$ cat config.mk
export PLATFORM = sky130hd
export DESIGN_NAME = btb_predictor
export DESIGN_NICKNAME = d
export VERILOG_FILES = /design/src/rtl/btb_predictor.sv
export SDC_FILE = /design/constraint.sdc
export NUM_CORES = 2
export LEC_CHECK = 0
export ABC_AREA = 0
export ABC_CLOCK_PERIOD_IN_PS = 13400
export BUFFER_PORTS_ARGS = -buffer_cell sky130_fd_sc_hd__buf_2
export CAP_MARGIN = 10
export CORE_UTILIZATION = 45
export DETAILED_ROUTE_END_ITERATION = 7
export PLACE_DENSITY = 0.61
export SLEW_MARGIN = 20
export SYNTH_ARGS = -nofsm -noshare
export SYNTH_HDL_FRONTEND = slang
export SYNTH_SLANG_ARGS = --single-unit
$ cat constraint.sdc
create_clock -name clk_i -period 13.4 [get_ports clk_i]
set_clock_uncertainty 0.15 [all_clocks]
set_input_delay 2.68 -clock clk_i [delete_from_list [all_inputs] [get_ports clk_i]]
set_output_delay 2.68 -clock clk_i [all_outputs]
set_load 0.01 [all_outputs]
$ cat src/rtl/btb_predictor.sv
// Direct-mapped branch target buffer with per-entry saturating direction counters.
// Lookup is combinational (zero latency); updates land on the clk_i rising edge; start_i clears asynchronously.
module btb_predictor #(
   parameter int ADDR_W  = 32,
   parameter int ENTRIES = 16,
   parameter int CTR_W   = 2,
   parameter int CNT_W   = 16
) (
   input  logic              clk_i,
   input  logic              start_i,
   input  logic [ADDR_W-1:0] pc_i,
   output logic              hit_o,
   output logic              pred_taken_o,
   output logic [ADDR_W-1:0] npc_o,
   input  logic              upd_valid_i,
   input  logic [ADDR_W-1:0] upd_pc_i,
   input  logic              upd_taken_i,
   input  logic [ADDR_W-1:0] upd_target_i,
   input  logic              upd_pred_taken_i,
   input  logic [ADDR_W-1:0] upd_pred_target_i,
   input  logic              invalidate_i,
   output logic              mispredict_o,
   output logic [CNT_W-1:0]  mispred_cnt_o
);

   localparam int IDX_W = $clog2(ENTRIES);
   localparam int TAG_W = ADDR_W - IDX_W - 2;
   localparam logic [CTR_W-1:0] CTR_MAX = '1;
   localparam logic [CTR_W-1:0] CTR_WT  = CTR_W'(1 << (CTR_W - 1));
   localparam logic [CTR_W-1:0] CTR_WNT = CTR_W'((1 << (CTR_W - 1)) - 1);

   logic [ENTRIES-1:0] r_valid;
   logic [TAG_W-1:0]   r_tag    [ENTRIES];
   logic [ADDR_W-1:0]  r_target [ENTRIES];
   logic [CTR_W-1:0]   r_ctr    [ENTRIES];
   logic [CNT_W-1:0]   r_mp_cnt;

   // Instructions are word aligned, so the two PC LSBs carry no information.
   logic w_unused_lsb;
   assign w_unused_lsb = ^{pc_i[1:0], upd_pc_i[1:0]};

   // Fetch-side lookup
   logic [IDX_W-1:0]  w_lk_idx;
   logic [TAG_W-1:0]  w_lk_tag;
   logic              w_lk_hit;
   logic              w_lk_taken;
   logic [ADDR_W-1:0] w_lk_seq;

   assign w_lk_idx   = pc_i[IDX_W+1:2];
   assign w_lk_tag   = pc_i[ADDR_W-1:IDX_W+2];
   assign w_lk_hit   = r_valid[w_lk_idx] && (r_tag[w_lk_idx] == w_lk_tag);
   assign w_lk_taken = w_lk_hit && r_ctr[w_lk_idx][CTR_W-1];
   assign w_lk_seq   = pc_i + ADDR_W'(4);

   assign hit_o        = w_lk_hit;
   assign pred_taken_o = w_lk_taken;
   assign npc_o        = w_lk_taken ? r_target[w_lk_idx] : w_lk_seq;

   // Resolve-side update
   logic [IDX_W-1:0] w_up_idx;
   logic [TAG_W-1:0] w_up_tag;
   logic             w_up_hit;
   logic [CTR_W-1:0] w_ctr_cur;
   logic [CTR_W-1:0] w_ctr_inc;
   logic [CTR_W-1:0] w_ctr_dec;
   logic             w_dir_wrong;
   logic             w_tgt_wrong;

   assign w_up_idx  = upd_pc_i[IDX_W+1:2];
   assign w_up_tag  = upd_pc_i[ADDR_W-1:IDX_W+2];
   assign w_up_hit  = r_valid[w_up_idx] && (r_tag[w_up_idx] == w_up_tag);
   assign w_ctr_cur = r_ctr[w_up_idx];
   assign w_ctr_inc = (w_ctr_cur == CTR_MAX) ? w_ctr_cur : w_ctr_cur + CTR_W'(1);
   assign w_ctr_dec = (w_ctr_cur == '0)      ? w_ctr_cur : w_ctr_cur - CTR_W'(1);

   // A taken branch is only correct if the carried-down target also matched.
   assign w_dir_wrong  = upd_pred_taken_i != upd_taken_i;
   assign w_tgt_wrong  = upd_taken_i && (upd_target_i != upd_pred_target_i);
   assign mispredict_o = upd_valid_i && (w_dir_wrong || w_tgt_wrong);

   assign mispred_cnt_o = r_mp_cnt;

   always_ff @(posedge clk_i or negedge start_i) begin
      if (!start_i) begin
         r_valid  <= '0;
         r_mp_cnt <= '0;
         for (int i = 0; i < ENTRIES; i++) begin
            r_tag[i]    <= '0;
            r_target[i] <= '0;
            r_ctr[i]    <= CTR_WNT;
         end
      end else begin
         if (mispredict_o && (r_mp_cnt != '1)) begin
            r_mp_cnt <= r_mp_cnt + CNT_W'(1);
         end
         // Invalidate wins over a same-cycle update; counters and targets are kept.
         if (invalidate_i) begin
            r_valid <= '0;
         end else if (upd_valid_i) begin
            if (w_up_hit) begin
               if (upd_taken_i) begin
                  r_ctr[w_up_idx]    <= w_ctr_inc;
                  r_target[w_up_idx] <= upd_target_i;
               end else begin
                  r_ctr[w_up_idx]    <= w_ctr_dec;
               end
            end else if (upd_taken_i) begin
               r_valid[w_up_idx]  <= 1'b1;
               r_tag[w_up_idx]    <= w_up_tag;
               r_target[w_up_idx] <= upd_target_i;
               r_ctr[w_up_idx]    <= CTR_WT;
            end
         end
      end
   end

endmodule
==> metrics.md <==
| Metric | Value |
|---|---|
| Sequential share of the synthesized area | `between 40 and 50%` |
| Crit. path cell count | `12` |
| Postcts setup bufs | `0` |
| Nets@finish | `3701` |
| Max VDD drop | `0.0001326 V` |
| Average wire per standard cell | `29.32 um` |
| Post-synth top flop | `dfrtp_1` |
| Initial antenna violation count | `16` |
| WL final | `151.3 mm` |
| Root Buffer | `clkbuf_16` |
| Post-synthesis mux area share | `38.95%` |
| Worst-Margin Slew | `about 1200 ps` |
| Gate power share | `15.3%` |
| LEAKAGE | `0.02597 uW` |
| Crit-path slowest cell | `nand4b_4` |
| Netlist cell types | `78` |
| Fin area | `~57000 um^2` |
| Post-route DRC | `0` |
| Seq pwr share | `a little under half` |
| Initial core utilization | `45.50%` |
| Setup CP Type | `input pin to output pin` |
| Internal power | `between 5000 and 6000 uW` |
| CP peak stage delay | `890 ps` |
| FMAX | `94.52 MHz` |
| PostCTS Resize Cnt | `0` |
| Worst-path cell chain | `buf_8 -> buf_12 -> buf_4 -> mux4_2 -> mux2i_1 -> a21oi_1 -> xor2_1 -> nor2_1 -> nand4_1 -> nand4b_4 -> mux2_1 -> buf_2` |
| Die height | `339.5 um` |
| Utilization after layout | `50.42%` |
| Mapped Nets | `3658` |
| Ports | `185` |
| Core box area | `between 100000 and 150000 um^2` |
| Final ANT Viol Nets | `0` |
| Hold Fails Final Rpt | `0` |
| Average cell area after synthesis | `14.55 um^2` |
| Clock power share | `around two fifths` |
| Post-synth EDFFs | `0` |
| DP Wirelength | `89.76 mm` |
| CP delay by family, top | `buffers and inverters` |
| Synthesized cell area | `a little over 50000 um^2` |
| R2r worst-path depth | `9` |
| GRT Total Usage | `26.37%` |
| Port bufs | `between 150 and 200` |
| CTS Hold Buffers Added | `0` |
| H-Tree Depth | `3` |
| Sw Ratio | `26.07%` |
| Drt pass-1 iters | `5` |
| Pwr per Cell Area | `140.4 nW/um^2` |
| Die area | `115300 um^2` |
| Setup TNS | `0 ps` |
| Max cap viols | `0` |
| Row count | `123` |
| Startpoint Class | `input pin` |
| Status | `finished, final reports clean` |
| Die Wd | `339.5 um` |
| CTS max path bufs | `3` |
| Top cells by area, synth | `dfrtp_1, mux2_2, mux4_2, mux2i_1, xor2_1` |
| WP data arrival | `~7800 ps` |
| Iteration-0 DRC Markers | `2664` |
| Pre-CTS setup slack | `just under 3000 ps` |
| Unrepaired setup endpoints after global routing | `false` |
| CTS tree | `yes` |
| Largest net degree at the start of global routing | `174` |
| Ys Warns | `0` |
| Total gr overflow | `0` |
| Min cycle time layout | `10580 ps` |
| Critical path endpoint category | `output pin` |
| Clk slew on worst S/H paths | `roughly 60 ps` |
| Sw Pwr | `2078 uW` |
| First-pass GRT wire length | `225.4 mm` |
| Worst-path fanout max | `100` |
| Compound-Gate Fraction of Synth Area | `roughly 2.9%` |
| Synthesis-to-layout area growth | `10.81%` |
| Post-synthesis simple-gate area fraction | `3.842%` |
| Layout cells sized above 1 | `between 40% and 50%` |
| Ys async rst share | `100.0%` |
| Later-pin clock latency in the skew report | `720 ps` |
| Vias per inst | `6.140` |
| Hold path depth | `2` |
| Vias in the first global route | `32500` |
| Adder-cell area share of the yosys netlist | `0.08788%` |
| Synth area leader | `dfrtp_1` |
| Req. time, crit path | `roughly 11000 ps` |
| Period utilization | `78.96%` |
| Setup Viol. Count Final | `0` |
| Hold Path Class | `register to register` |
| Cell area after placement | `between 50000 and 60000 um^2` |
| XOR/XNOR share of the synthesized area | `2.221%` |
| Gpl congestion | `0.8735` |
| Vias post-DR | `31670` |
| Slack of the critical path | `2820 ps` |
| Post-synth top area share | `47.65%` |
| Seq cells post-synth | `992` |
| Largest family of logic cells by synthesized area | `multiplexers` |
| Max_slew headroom | `22.74%` |
| Critical path buffer and inverter count | `4` |
| Cell count after synthesis | `around 3500` |
| CTS Sinks | `between 900 and 1000` |
| Pins Over Slew Limit | `0` |
| Total CTS buffers | `112` |
-- worst register-to-register path: cells and delay by family, from the launching register on --
family / cells / cell delay [ps]
simple gates: 3 / 1740
xor+xnor: 1 / 410
flops: 1 / 400
compound gates: 1 / 380
mux: 3 / 1080
buf+inv: 1 / 440
-- per-stage QoR --
stage | hold WS (ps) | std cells | total power, uW
floorplan | 291.4 | 3522 | 4478
global placement | 304.2 | 4951 | 4852
detailed placement | 311.1 | 4951 | 4890
CTS | 324.5 | 5156 | 8040
global route | 344.9 | 5157 | 8294
finish | 325.1 | 5159 | 7972
-- final cells by class --
class	instances	area, um^2
flip-flops and latches	992	24840
fillers	9757	55850
multi-input cells	2178	24680
clock inverters	30	400.4
diodes	3	7.507
repair buffers	237	1441
well taps	1500	1877
clock buffers	175	3379
inverters	44	165.2
-- layout by cell type, fill, tap and decap left out, drive strengths merged, types with 20 or more instances in the layout --
master	n
mux2	959
xor2	72
clkbuf	177
buf	235
xnor2	58
nor2	67
nand2	174
a21oi	25
inv	47
clkinv	20
dfrtp	976
nand4	21
nand3	33
nor3	20
mux4	337
o21ai	33
mux2i	150
a22oi	28
-- kinds of logic after synthesis --
group	Yosys count
multiplexers	1446
flip-flops	992
AND/OR/NAND/NOR	394
buffers and inverters	352
AO/OA/AOI/OAI	204
XOR/XNOR	130
adder cells (fa/ha/maj)	4
-- final timing paths --
path	start	end	slack, ps
max	pc_i[3]	npc_o[21]	2820
min	r_target[462]$_DFFE_PN0P_	r_target[462]$_DFFE_PN0P_	330
max reg2reg	r_tag[15]$_DFFE_PN0P_	r_tag[290]$_DFFE_PN0P_	8660
min reg2reg	r_target[462]$_DFFE_PN0P_	r_target[462]$_DFFE_PN0P_	330
max in group asynchronous	start_i	r_target[282]$_DFFE_PN0P_	8870
min in group asynchronous	start_i	r_tag[46]$_DFFE_PN0P_	1860
-- registers in the layout, indices dropped and copies added, names as in the netlist --
| register | cells |
|---|---|
| r_target | 512 |
| mispred_cnt_o | 16 |
| r_ctr | 32 |
| r_valid | 16 |
| r_tag | 416 |
-- Yosys cell counts (20+ instances only) --
library cell / n
o21ai_0: 33
nand3_1: 30
mux2i_1: 150
a22oi_1: 28
xnor2_1: 58
nand4_1: 20
nor3_1: 20
mux2_2: 924
buf_6: 30
buf_1: 27
a21oi_1: 25
buf_2: 51
clkbuf_1: 150
dfrtp_1: 976
inv_1: 44
mux4_2: 336
xor2_1: 72
buf_4: 39
nand2_1: 165
nor2_1: 63
-- per-layer routing --
metal  up-vias  GRT usage (%)  routed length, um
met3       288          5.136               9452
met5         -              0                105
met4        20          7.789               4796
met1     17180          37.28              65990
met2       953          41.32              70910
li1      13240              -                  -
-- power by group through the flow --
stage	registers, uW	clock network (uW)	logic (uW)
3_5_place_dp	3660	0	1230
4_1_cts	3610	3200	1230
3_3_place_gp	3650	0	1210
6_report	3620	3130	1220
5_1_grt	3660	3320	1310
2_1_floorplan	3590	0	892
Note: power is estimated with default switching activity, not from simulation.
